<file path="src/rtl/mem_pkg.sv">
// Shared types and default widths for the MEM-stage load/store sequencer.
package mem_pkg;

  localparam int DEF_ADDR_W = 22;
  localparam int DEF_DATA_W = 32;
  localparam int DEF_TAG_W  = 4;

  typedef enum logic [2:0] {
    ST_INIT,
    ST_IDLE,
    ST_ACCESS,
    ST_WAIT,
    ST_RESP
  } mem_state_t;

endpackage

</file>
<file path="src/rtl/mem_init_seq.sv">
// Address counter for the post-reset memory sweep (used only when MEM_INIT_EN is defined).
// Stops on the all-ones address without wrapping and raises o_done after that write.
module mem_init_seq #(
  parameter int ADDR_W = 22
) (
  input  logic              clk,
  input  logic              rst_n,
  input  logic              i_en,
  output logic [ADDR_W-1:0] o_addr,
  output logic              o_last,
  output logic              o_done
);

  logic [ADDR_W-1:0] r_count;
  logic              r_done;

  assign o_addr = r_count;
  assign o_last = i_en & (&r_count);
  assign o_done = r_done;

  // NOTE: sequential state uses non-blocking assignments so every flop samples pre-edge values.
  always_ff @(posedge clk or negedge rst_n) begin
    if (!rst_n) begin
      r_count <= '0;
      r_done  <= 1'b0;
    end else if (i_en) begin
      if (&r_count) r_done <= 1'b1;
      else          r_count <= r_count + ADDR_W'(1);
    end
  end

endmodule

</file>
<file path="src/rtl/mem_access_unit.sv">
// Load/store sequencer driving a single-port synchronous data memory.
// Define MEM_INIT_EN to add a post-reset sweep that writes mem[i] = i before accepting traffic.
module mem_access_unit
  import mem_pkg::*;
#(
  parameter int ADDR_W = DEF_ADDR_W,
  parameter int DATA_W = DEF_DATA_W,
  parameter int TAG_W  = DEF_TAG_W
) (
  input  logic              clk,
  input  logic              rst_n,
  input  logic              req_valid,
  output logic              req_ready,
  input  logic              req_we,
  input  logic [ADDR_W-1:0] req_addr,
  input  logic [DATA_W-1:0] req_wdata,
  input  logic [TAG_W-1:0]  req_tag,
  output logic              rsp_valid,
  input  logic              rsp_ready,
  output logic [DATA_W-1:0] rsp_rdata,
  output logic [TAG_W-1:0]  rsp_tag,
  output logic              mem_en,
  output logic              mem_we,
  output logic [ADDR_W-1:0] mem_addr,
  output logic [DATA_W-1:0] mem_wdata,
  input  logic [DATA_W-1:0] mem_rdata,
  output logic              init_done
);

  mem_state_t        r_state;
  mem_state_t        w_next;
  logic              r_req_ready;
  logic              r_rsp_valid;
  logic              r_mem_en;
  logic              r_mem_we;
  logic [ADDR_W-1:0] r_mem_addr;
  logic [DATA_W-1:0] r_mem_wdata;
  logic [TAG_W-1:0]  r_tag;
  logic [DATA_W-1:0] r_rdata;
  logic [TAG_W-1:0]  r_rsp_tag;

  logic              w_hs_req;
  logic              w_hs_rsp;
  logic              w_init_en;
  logic              w_init_last;
  logic [ADDR_W-1:0] w_init_addr;
  logic [DATA_W-1:0] w_init_data;

`ifdef MEM_INIT_EN
  localparam mem_state_t RST_STATE = ST_INIT;
  logic w_init_done;

  // The first INIT cycle after reset has mem_en low, so the counter only advances once writes are live.
  assign w_init_en = (r_state == ST_INIT) & r_mem_en;

  mem_init_seq #(.ADDR_W(ADDR_W)) u_init_seq (
    .clk    (clk),
    .rst_n  (rst_n),
    .i_en   (w_init_en),
    .o_addr (w_init_addr),
    .o_last (w_init_last),
    .o_done (w_init_done)
  );

  assign init_done = w_init_done;
`else
  localparam mem_state_t RST_STATE = ST_IDLE;

  assign w_init_en   = 1'b0;
  assign w_init_last = 1'b0;
  assign w_init_addr = '0;
  assign init_done   = 1'b1;
`endif

  assign w_init_data = DATA_W'(w_init_addr);
  assign w_hs_req    = req_valid & r_req_ready;
  assign w_hs_rsp    = r_rsp_valid & rsp_ready;

  // NOTE: w_next gets a default before the case so no path leaves it unassigned (no latch).
  always_comb begin
    w_next = r_state;
    unique case (r_state)
      ST_INIT:   if (w_init_last) w_next = ST_IDLE;
      ST_IDLE:   if (w_hs_req)    w_next = ST_ACCESS;
      ST_ACCESS: w_next = r_mem_we ? ST_IDLE : ST_WAIT;
      ST_WAIT:   w_next = ST_RESP;
      ST_RESP:   if (w_hs_rsp)    w_next = ST_IDLE;
      default:   w_next = RST_STATE;
    endcase
  end

  // Handshake/strobe outputs are registered from the next state so they are all low during reset.
  always_ff @(posedge clk or negedge rst_n) begin
    if (!rst_n) begin
      r_state     <= RST_STATE;
      r_req_ready <= 1'b0;
      r_rsp_valid <= 1'b0;
      r_mem_en    <= 1'b0;
      r_mem_we    <= 1'b0;
    end else begin
      r_state     <= w_next;
      r_req_ready <= (w_next == ST_IDLE);
      r_rsp_valid <= (w_next == ST_RESP);
      r_mem_en    <= (w_next == ST_ACCESS) || (w_next == ST_INIT);
      r_mem_we    <= ((w_next == ST_ACCESS) && req_we) || (w_next == ST_INIT);
    end
  end

  always_ff @(posedge clk or negedge rst_n) begin
    if (!rst_n) begin
      r_mem_addr  <= '0;
      r_mem_wdata <= '0;
      r_tag       <= '0;
      r_rdata     <= '0;
      r_rsp_tag   <= '0;
    end else begin
      if (w_hs_req) begin
        r_mem_addr  <= req_addr;
        r_mem_wdata <= req_wdata;
        r_tag       <= req_tag;
      end else if (w_init_en) begin
        r_mem_addr  <= w_init_addr;
        r_mem_wdata <= w_init_data;
      end
      if (r_state == ST_WAIT) begin
        r_rdata   <= mem_rdata;
        r_rsp_tag <= r_tag;
      end
    end
  end

  assign req_ready = r_req_ready;
  assign rsp_valid = r_rsp_valid;
  assign rsp_rdata = r_rdata;
  assign rsp_tag   = r_rsp_tag;
  assign mem_en    = r_mem_en;
  assign mem_we    = r_mem_we;
  assign mem_addr  = (r_state == ST_INIT) ? w_init_addr : r_mem_addr;
  assign mem_wdata = (r_state == ST_INIT) ? w_init_data : r_mem_wdata;

endmodule

</file>
<file path="config.mk">
export PLATFORM = sky130hd
export DESIGN_NAME = mem_access_unit
export DESIGN_NICKNAME = d
export VERILOG_FILES = /design/src/rtl/mem_pkg.sv /design/src/rtl/mem_init_seq.sv /design/src/rtl/mem_access_unit.sv
export SDC_FILE = /design/constraint.sdc
export NUM_CORES = 1
export LEC_CHECK = 0
export ABC_AREA = 1
export CAP_MARGIN = 20
export CORE_UTILIZATION = 38
export DETAILED_ROUTE_END_ITERATION = 8
export PLACE_DENSITY = 0.77
export SETUP_SLACK_MARGIN = 0.02
export SKIP_LAST_GASP = 1
export SYNTH_ARGS = -nofsm -noshare
export SYNTH_HDL_FRONTEND = slang
export SYNTH_SLANG_ARGS = --single-unit
</file>
<file path="constraint.sdc">
create_clock -name clk -period 1.27 [get_ports clk]
set_clock_uncertainty 0.1 [all_clocks]
set_input_delay 0.127 -clock clk [delete_from_list [all_inputs] [get_ports clk]]
set_output_delay 0.127 -clock clk [all_outputs]
set_load 0.03 [all_outputs]
</file>
==> flow_summary.toml, run 1 <==
[placement]
port_buffers = 188
dp_hpwl_mm = 7.64
dp.cells = 815
routabilityCongestion = 0.767

[power]
peakVddDrop_mv = 1.92
netSwitchingFraction = 0.468
pwr-share-comb = 0.685
power_uw = 23200
clock_power_share = 0.081
powerDensity_nw_per_um2 = 3190
p_int_uw = 12400
p_leak_uw = 0.00367
switching_power_uw = 10900
p_seq_frac = 0.234

[drt]
wl_met1_mm = 4.92
top_layer_used = "met4"
wirelength_mm = 12.7
dr_wl_met3_um = 811
remaining_drc_errors = 0
drt_iter0_markers = 138
via_count = 4053
routedWlPerCell_um = 14.7
dr_wl_met2_mm = 6.68
drtAntennaViolNets = 0
avgViaCountPerCell = 4.71
first_pass_iters = 4

[critical_path]
critPathArrivalTime_ns = 1.59
cp-start-kind = "flop"
reg2reg_depth = 9
cp-end-kind = "output pin"
crit_fanout = 14
worstPathRequired_ns = 1.04
path_class = "flop to output pin"
r2r_slack_ns = -0.43

[timing]
setup_slack_ns = -0.545
tns_ns = -43.27
slew_violations = 0
fmax_mhz = 551
setup_violations = 97
min_period_ns = 1.81
hold_viol_final = 0
rsz0062_at_grt = "true"
post-route-period-util = 1.43

[run_status]
status = "complete, but fails checks"
violations = "negative setup slack"

[cells_and_area]
n_fill_cell = 810
layout.cells.most_common_list = "dfrtp_1 (99), clkdlybuf4s50_1 (93), nand2_1 (76)"
fin_nets = 810
final_cells = 860
syn_to_final_growth_pct = 73.0
drive_gt1_frac = 0.311
layout_commonest_cell = "dfrtp_1"
diodes = 0

[floorplanning]
die-area_um2 = 11500
die_w_um = 107
start_util = 0.390
ios = 190
rows = 38
core_um2 = 10800
die_height_um = 107

[yosys]
synthesis.nets = 589
ys_warn_count = 0
synth_top_area_frac = 0.595
yosysTopAreaCell = "dfrtp_1"
seq_area_frac_synth = 0.601
synth_seq_cells = 101
synth_cell_type_count = 18
syn_inst = 494
netlist_top_cells_area = "dfrtp_1 (59%), nor2_1 (10%), nand2_1 (7.0%)"
syn_area_per_cell_um2 = 8.52
netlist_area_um2 = 4210

[global_route]
antenna_found_initial = 0
grt.total_usage = 0.220
first_global_vias = 4042
grt_max_degree = 55
grt_overflow = 0
grt_pass1_wl_mm = 19.4

[clock_tree]
clk_pin_slew_ns = 0.10
root_buffer = "clkbuf_8"
cts.sinks = 101
clk_path_buf_depth = 2
htreeDepth = 3
cts_tree = "yes"
clock_latency_ns = 0.36
cts_buffers = 9

[job]
drv_cap = 0

[min_path]
worstHoldPathType = "primary input to asynchronous set/reset pin"
==> logic make-up after synthesis <==
logic type,share of synthesized area
AND/OR/NAND/NOR,0.224
other,0.000891
buffers and inverters,0.0996
AO/OA/AOI/OAI,0.0749
flip-flops,0.601
==> cell usage after synthesis <==
cell type / n
a21oi_1: 58
buf_2: 14
buf_4: 1
buf_6: 6
clkbuf_1: 8
conb_1: 1
dfrtp_1: 100
dfstp_2: 1
inv_1: 64
inv_2: 1
nand2_1: 78
nand2_2: 1
nand3_1: 37
nor2_1: 117
nor2_4: 1
o21ai_0: 1
o21ai_1: 4
or2_2: 1
==> per-layer routing <==
layer,vias to the layer above,global-route usage
li1,1945,-
met1,1928,0.254
met2,162,0.397
met3,18,0.0432
met4,0,0.0890
met5,-,0
==> worst max-delay path, cell delays in order, from the launching register on <==
cell     delay (ns)
dfstp_2        0.58
nor2_4         0.05
nand2_4        0.10
inv_6          0.06
buf_12         0.16
nor2_1         0.10
buf_4          0.17
==> path summary, 6_finish.rpt <==
| path | from | endpoint |
|---|---|---|
| max | r_state[0] | mem_wdata[31] |
| min | rst_n | rsp_rdata[12] |
| max reg2reg | r_state[0] | rsp_rdata[3] |
| min reg2reg | rsp_rdata[22] | rsp_rdata[22] |
| max in group asynchronous | rst_n | r_state[0] |
| min in group clk | mem_rdata[2] | rsp_rdata[2] |
==> power groups by stage <==
stage | registers (uW) | logic [uW] | clock network (uW)
floorplan | 6580 | 6940 | 0
global placement | 5410 | 12500 | 0
detailed placement | 5450 | 12700 | 0
CTS | 5400 | 15300 | 1930
global route | 5580 | 16900 | 2040
finish | 5440 | 15900 | 1890
==> stage by stage <==
stage,setup slack (ns),util,hold slack (ns),instance area (um2)
final,-0.545,0.674,0.207,7280
after global routing,-0.604,0.674,0.217,7280
after CTS,-0.539,0.659,0.195,7110
after detailed placement,-0.207,0.585,0.0406,6310
after global placement,-0.170,0.585,0.0392,6310
after floorplan,-0.117,-,-0.269,4380
==> registers in the layout (all words and copies together), names as in the netlist <==
signal	cells
r_tag	4
r_mem_addr	22
rsp_rdata	32
r_mem_wdata	32
mem_en	1
req_ready	1
mem_we	1
rsp_valid	1
rsp_tag	4
r_state	3
==> layout make-up <==
class,instances,area (um2),share of cell area
well taps,140,175,0.0241
flip-flops and latches,101,2530,0.348
clock inverters,3,20.0,0.00275
multi-input cells,299,1580,0.216
repair buffers,238,2570,0.353
clock buffers,13,159,0.0218
repair inverters,1,3.75,0.000516
inverters,65,249,0.0342
==> repair_timing <==
action | 4_1_cts | 5_1_grt
hold endpoints to repair | 101 | 0
setup endpoints to repair | 115 | 114
buffers inserted | 9 | 8
gates cloned | 10 | 1
hold buffers | 1 | 0
pin swaps | 6 | 4
resized for setup | 179 | 17
Note: power is estimated with default switching activity, not from simulation.
==> run 2: changes to the inputs <==
- CTS_CLUSTER_SIZE: default -> 16
==> results of run 2 <==
Same layout as run 1: the final DEF is identical, and so are final timing and power.
